===== src/rtl/spdif_sample_pairer.sv =====
`default_nettype none
// ----------------------------------------------------------------------------
// spdif_sample_pairer : pairs S/PDIF left/right subframes into a stereo FIFO
// Rev 1.0
// ----------------------------------------------------------------------------
module spdif_sample_pairer #(
  parameter int FIFO_DEPTH_LOG2 = 2,
  parameter int TIMEOUT_CYCLES  = 4096,
  parameter int TIMEOUT_LOG2    = 13
) (
  input  logic                     clk,
  input  logic                     rst,
  input  logic [23:0]              data_i,
  input  logic                     ack_i,
  input  logic                     lrck_i,
  input  logic                     locked_i,
  input  logic                     clr_i,
  output logic [23:0]              left_o,
  output logic [23:0]              right_o,
  output logic                     valid_o,
  input  logic                     ready_i,
  output logic [FIFO_DEPTH_LOG2:0] level_o,
  output logic                     overflow_o,
  output logic [7:0]               err_cnt_o,
  output logic                     stale_o
);

  localparam int                      DEPTH  = 2 ** FIFO_DEPTH_LOG2;
  localparam int                      PW     = FIFO_DEPTH_LOG2 + 1;
  localparam logic [PW-1:0]           C_FULL = PW'(DEPTH);
  localparam logic [TIMEOUT_LOG2-1:0] C_WD_MAX = TIMEOUT_LOG2'(TIMEOUT_CYCLES);

  typedef enum logic [0:0] {
    WAIT_L = 1'b0,
    HAVE_L = 1'b1
  } state_t;

  state_t                  state_q, state_d;
  logic [23:0]             pend_q, pend_d;
  logic [PW-1:0]           wr_q, rd_q;
  logic [47:0]             mem_q [DEPTH];
  logic                    ovf_q, ovf_d;
  logic [7:0]              err_q, err_d;
  logic [TIMEOUT_LOG2-1:0] wd_q, wd_d;

  logic          push, seq_err, pop, push_ok, ovf_ev;
  logic [PW-1:0] level;
  logic [47:0]   head;

  assign level   = wr_q - rd_q;
  assign valid_o = (level != '0);
  assign pop     = valid_o && ready_i;
  // A full FIFO still accepts a pair when the head leaves in the same cycle.
  assign push_ok = push && ((level != C_FULL) || pop);
  assign ovf_ev  = push && !push_ok;
  assign head    = mem_q[rd_q[FIFO_DEPTH_LOG2-1:0]];

  assign left_o     = valid_o ? head[47:24] : 24'd0;
  assign right_o    = valid_o ? head[23:0]  : 24'd0;
  assign level_o    = level;
  assign overflow_o = ovf_q;
  assign err_cnt_o  = err_q;
  assign stale_o    = (wd_q == C_WD_MAX);

  always_comb begin
    state_d = state_q;
    pend_d  = pend_q;
    push    = 1'b0;
    seq_err = 1'b0;
    if (!locked_i) begin
      state_d = WAIT_L;
      pend_d  = 24'd0;
    end else if (ack_i) begin
      case (state_q)
        WAIT_L: begin
          if (!lrck_i) begin
            pend_d  = data_i;
            state_d = HAVE_L;
          end else begin
            seq_err = 1'b1;
          end
        end
        HAVE_L: begin
          if (lrck_i) begin
            push    = 1'b1;
            state_d = WAIT_L;
          end else begin
            pend_d  = data_i;
            seq_err = 1'b1;
          end
        end
        default: state_d = WAIT_L;
      endcase
    end
  end

  // Events coinciding with clr_i take precedence over the clear.
  always_comb begin
    err_d = err_q;
    ovf_d = ovf_q;
    if (clr_i) begin
      err_d = seq_err ? 8'd1 : 8'd0;
      ovf_d = ovf_ev;
    end else begin
      if (seq_err && (err_q != 8'hFF)) err_d = err_q + 8'd1;
      if (ovf_ev) ovf_d = 1'b1;
    end
  end

  always_comb begin
    wd_d = wd_q;
    if (ack_i)                 wd_d = '0;
    else if (wd_q != C_WD_MAX) wd_d = wd_q + 1'b1;
  end

  always_ff @(posedge clk) begin
    if (rst) begin
      state_q <= WAIT_L;
      pend_q  <= 24'd0;
      wr_q    <= '0;
      rd_q    <= '0;
      ovf_q   <= 1'b0;
      err_q   <= 8'd0;
      wd_q    <= '0;
    end else begin
      state_q <= state_d;
      pend_q  <= pend_d;
      ovf_q   <= ovf_d;
      err_q   <= err_d;
      wd_q    <= wd_d;
      if (push_ok) wr_q <= wr_q + 1'b1;
      if (pop)     rd_q <= rd_q + 1'b1;
    end
  end

  always_ff @(posedge clk) begin
    if (push_ok) mem_q[wr_q[FIFO_DEPTH_LOG2-1:0]] <= {pend_q, data_i};
  end

endmodule
`default_nettype wire

===== config.mk =====
export PLATFORM = sky130hd
export DESIGN_NAME = spdif_sample_pairer
export DESIGN_NICKNAME = d
export VERILOG_FILES = /design/src/rtl/spdif_sample_pairer.sv
export SDC_FILE = /design/constraint.sdc
export NUM_CORES = 1
export LEC_CHECK = 0
export CAP_MARGIN = 30
export CORE_ASPECT_RATIO = 1.75
export CORE_MARGIN = 2
export CORE_UTILIZATION = 25
export DETAILED_ROUTE_END_ITERATION = 10
export GPL_TIMING_DRIVEN = 0
export PLACE_DENSITY = 0.46
export SYNTH_ARGS = -nofsm -noshare
export SYNTH_HDL_FRONTEND = slang
export SYNTH_SLANG_ARGS = --single-unit

===== constraint.sdc =====
create_clock -name clk -period 4 [get_ports clk]
set_input_delay 1 -clock clk [delete_from_list [all_inputs] [get_ports clk]]
set_output_delay 1 -clock clk [all_outputs]
set_load 0.005 [all_outputs]

Yosys cells after proc, flatten, opt, wreduce, memory -nomap -nowiden
Memory sizes are Yosys's and may differ from the RTL's. A register that Yosys moved wholly into a read port is not among the register bits. Index checks and enable logic that the tools add are counted.

$add $sub $neg: 5. $mul: 0. Divide/modulo/power cells: 0. Magnitude comparators: 0. Eq/ne operators: 4. Shifts and indexed selects: 0. Muxes and demuxes: 20. Bitwise gates (word level): 3. Reduce and logical (&&, ||, !) cells: 12.

Operators by type and width (number): 2-to-1 mux 24 bit (3); 2-to-1 mux 8 bit (2); adder 13 x 1 -> 13 bit, second input constant (1); equality test 13 bit, second input constant (1); inequality test 13 bit, second input constant (1); 2-to-1 mux 1 bit (12); adder 8 x 1 -> 8 bit, second input constant (1); inequality test 8 bit, second input constant (1); adder 3 x 1 -> 3 bit, second input constant (2); logical AND 1 bit (4); 2-to-1 mux 2 bit (2); nonzero test 2 bit (2); OR reduction 2 bit (2); inequality test 3 bit, second input constant (1); NOT 1 bit (3); nonzero test 3 bit (1); subtractor 3 bit (1); case mux 1 bit (2 select lines) (1); AND reduction 2 bit (1); zero test 1 bit (1); logical OR 1 bit (1).

Register bits after elaboration: 53. Latch bits: 0. Bits in writable memories: 192. Memory bits (read-only): 0. Input bits: 31. Output and inout port bits: 62. Memories kept: 1.

Memories: mem_q (words 4, width 48, rd ports 1, clocked after memory_dff 1, wr ports 1, line 41) `logic [47:0] mem_q [DEPTH];`.

Depth between registers and ports, before layout
Depth in word-level cells: 9. Depth in mapped cells: 8. Gate-level depth less buffers: 7.

Worst setup path before layout
Ideal clock, no wire load.

Path kind: register to register. From: register wr_q[0]. To: memory mem_q[3][0], enable pin. Library setup time: 0.484 ns. Data arrival time: 3.900 ns. Slack: -0.384 ns. Cell stages (with the launch flop): 6. Path buffers: 0. Period minus slack after synthesis: 4.384 ns. Cell sequence: dfxtp_1 -> inv_1 -> ha_1 -> fa_1 -> xor3_2 -> a41oi_1.

Longest elaborated chain between the ends: 7. Elaborated cells between the ends (all ways): 8. Those cells by class: 1 x add/sub; 1 x eq/ne; 2 x mux; 4 x reduce/logical.

Ends and longest elaborated chain: start, declared (line 40) `logic [PW-1:0] wr_q, rd_q;`; start signal, assigned (line 131) `if (push_ok) wr_q <= wr_q + 1'b1;`; subtractor 3 bit * (line 50) `assign level = wr_q - rd_q;`; net level_o[2] (line 22) `output logic [FIFO_DEPTH_LOG2:0] level_o,`; nonzero test 3 bit (line 51) `assign valid_o = (level != '0);`; logical AND 1 bit (line 52) `assign pop = valid_o && ready_i;`; logical OR 1 bit * (line 54) `assign push_ok = push && ((level != C_FULL) || pop);`; logical AND 1 bit * (line 54); 2-to-1 mux 1 bit * (line 137) `if (push_ok) mem_q[wr_q[FIFO_DEPTH_LOG2-1:0]] <= {pend_q, data_i};`; 2-to-1 mux 1 bit (implied by the code) * (line 137); end, declared (line 41).

The timed path passes the listed nets; every way through them passes the cells marked *.

Worst setup path in the final report
From: register wr_q[0]. To: output port left_o[23].

Longest elaborated chain between the ends: 3.

Ends and longest elaborated chain: subtractor 3 bit (line 50); nonzero test 3 bit (line 51); 2-to-1 mux 24 bit (line 58) `assign left_o = valid_o ? head[47:24] : 24'd0;`; end, declared (line 18) `output logic [23:0] left_o,`.

Every way passes these cells.

==> results.yml <==
clock_network:
  h-tree-depth: 1
  cts_hold_buffers: 0
  clk_pin_slew_ns: 0.06
  cts_tree: "yes"
  clockRootBuffer: "clkbuf_16"
  cts_buffer_depth: 3
  cts_made_buffers: 26
  clock_sinks: 247
  worstSkewPairLatency_ns: 0.53
synthesis:
  syn_inst: 587
  yosys_most_used_dff: "edfxtp_1"
  synthTopCellsByArea: "edfxtp_1 60%, dfxtp_1 11%, mux4_2 11%"
  yosysTopAreaCell: "edfxtp_1"
  async_reset_ff_frac: 0
  ys_warn_count: 0
  syn-cell-area_sq_mm: 0.00965
  yosys.area.top_type_share: 0.597
  ys_seq_area_frac: 0.711
  netlist-cell-type-count: 44
  synth_seq_cells: 247
  synth_area_per_cell_sq_um: 16.4
  synth_edf_count: 192
  syn_nets: 629
detailed_routing:
  routed_wl_microns: 22700
  drtPass1Iterations: 4
  drc: 0
  met3WireLength_microns: 959
  wl_met2_microns: 12500
  routed_via_density: 4.38
  wl_per_cell_microns: 18.7
  antenna_left: 0
  vias: 5321
  top_layer: "met5"
  met1_length_microns: 8740
  drt_iter0_markers: 258
placed_design:
  dp_hpwl_microns: 14800
  post-place-ws_ns: -0.0248
  portBuffers: 91
  gp_congestion: 0.740
power_and_ir_drop:
  power_density_mw_per_mm2: 553
  ir_drop_v: 0.000204
  p_leak_nw: 3.89
  finalPower_w: 0.00674
finish:
  fin_util: 0.318
  seqCellArea_sq_mm: 0.00687
  layout.nets: 754
  diodes: 0
  multi_input_area_sq_mm: 0.00266
  areaGrowthSynthToFinish_pct: 26.1
  fillerInstances: 3804
  drive_gt1_frac: 0.167
timing:
  period_share: 0.972
  worst_pin_slew_ns: 0.927
  period_minus_slack_ns: 3.89
  finClkSkew_ns: 0.0283
  slew_viol_final: 0
  max-slew-margin-rel: 0.380
  fin_setup_tns_ns: 0
  whs_ns: 0.488
  fmax_mhz: 257
  hold_violations: 0
  setup_ws_ns: 0.113
  setup_viol: 0
setup_path:
  cp.required_ns: 3.00
  path_class: "reg -> out"
  worstPathArrival_ns: 2.89
  crit_fanout: 9
  worstSetupStartpointType: "flop"
  end_kind: "output port"
global_routing:
  antenna_found_initial: 2
  grt_pass1_wl_microns: 34600
  grt_overflow: 0
  grt_use_total: 0.112
  grt_pass1_vias: 5806
  grt_max_degree: 49
die:
  rows: 95
  die_h_microns: 264
  io_pins: 93
  start_util: 0.252
  die_x_microns: 153
  die_area_sq_mm: 0.0403
  coreArea_sq_mm: 0.0383
worst_hold_path:
  min_path_type: "reg -> reg"
run:
  drv_cap: 0
outcome:
  status: "complete, no violations"
==> metrics by stage <==
stage,std cells,instance area [sq um]
2_1_floorplan,587,9660
3_3_place_gp,1163,11200
3_5_place_dp,1165,11300
4_1_cts,1214,12200
5_1_grt,1215,12200
6_report,1215,12200
==> critical path, cell delays in order, from the launching register on <==
cell and delay, ns:
dfxtp_2 0.34, inv_2 0.06, ha_1 0.22, fa_2 0.59, nand2_2 0.11, nor2_4 0.24, buf_8 0.15, buf_12 0.12
nor2b_1 0.06, clkdlybuf4s50_1 0.47
==> power breakdown <==
part	internal, W	leakage [nW]	total (W)	switching, W
logic	0.000897	1.30	0.00161	0.000715
registers	0.00277	2.18	0.00279	0.0000200
clock network	0.00138	0.401	0.00233	0.000958
total	0.00504	3.89	0.00674	0.00169
==> path summary, 6_finish.rpt <==
path / to / start / slack (ns) / depth (start not counted)
setup / recovery: left_o[23] / wr_q[0]$_SDFFE_PP0P_ / 0.11 / 9
hold / removal: overflow_o$_SDFFE_PP0P_ / overflow_o$_SDFFE_PP0P_ / 0.49 / 2
setup reg to reg: mem_q[3][18]$_DFFE_PP_ / wr_q[0]$_SDFFE_PP0P_ / 0.98 / 8
hold reg to reg: overflow_o$_SDFFE_PP0P_ / overflow_o$_SDFFE_PP0P_ / 0.49 / 2
==> layout by cell type, fill, tap and decap left out, drive strengths merged, types with 3 or more instances in the layout <==
cell type      netlist  layout
a21oi               32      32
and2                 3       3
and3                 4       4
buf                 14      20
clkbuf              15      50
clkdlybuf4s50        0      88
clkinv               0       8
dfxtp               55      55
edfxtp             192     192
ha                  10      10
inv                  9       9
mux2i                4       4
mux4                48      48
nand2               55      55
nand2b               7       7
nand3                9       9
nand4                7       7
nor2                27      27
nor2b               49      49
o21ai                3       3
xnor2                7       7
xor2                 8       8
==> cell families (layout without fill, tap and decap cells) <==
family	count (synthesis)	in the layout	share of synthesized area
AND/OR/NAND/NOR	177	177	0.0958
multiplexers	53	53	0.118
flip-flops	247	247	0.711
adder cells (fa/ha/maj)	11	11	0.0150
XOR/XNOR	16	16	0.0162
buffers and inverters	38	181	0.0174
AO/OA/AOI/OAI	45	45	0.0267
==> registers in the layout (all words and copies together), names as in the netlist, named ones only <==
name / cells
mem_q: 192
pend_q: 24
wd_q: 13
err_cnt_o: 8
rd_q: 3
wr_q: 3
overflow_o: 1
state_q: 1
==> cell usage after synthesis, types with 2 or more instances <==
| cell | number |
|---|---|
| dfxtp_1 | 55 |
| or4_1 | 2 |
| a211oi_1 | 2 |
| and2_1 | 3 |
| nor3_1 | 2 |
| nor2_1 | 26 |
| or2_2 | 2 |
| buf_2 | 8 |
| ha_1 | 10 |
| nand3b_1 | 2 |
| clkbuf_1 | 15 |
| buf_1 | 2 |
| nand3_1 | 9 |
| o211ai_1 | 2 |
| o31ai_1 | 2 |
| nand2b_1 | 7 |
| mux4_2 | 48 |
| nand2_1 | 55 |
| xor2_1 | 8 |
| and4_1 | 2 |
| mux2i_1 | 4 |
| and3_1 | 3 |
| nor2b_1 | 49 |
| nor4_1 | 2 |
| xnor2_1 | 7 |
| o21ai_0 | 2 |
| buf_4 | 4 |
| edfxtp_1 | 192 |
| nor4b_1 | 2 |
| inv_1 | 9 |
| nand4_1 | 7 |
| a21oi_1 | 32 |
==> area by class of cell <==
| cell class | instances | share of cell area |
|---|---|---|
| buffer | 29 | 0.0141 |
| clock buffer | 35 | 0.0588 |
| clock inverter | 11 | 0.00853 |
| inverter | 9 | 0.00277 |
| multi-input combinational | 302 | 0.219 |
| sequential | 247 | 0.564 |
| tap | 485 | 0.0498 |
| timing repair buffer | 97 | 0.0831 |
==> routing by layer <==
layer  GRT usage  vias to the layer above
met5           0                        -
met4      0.0333                        4
met3      0.0202                       33
met2       0.217                      115
met1       0.123                     2705
li1            -                     2464
==> what timing repair did <==
action,4_1_cts,5_1_grt
hold endpoints to repair,0,0
endpoints found under the setup margin,49,48
buffers inserted,3,1
gates resized for setup,18,5
pin swaps,2,3
(Power assumes the default switching activity.)
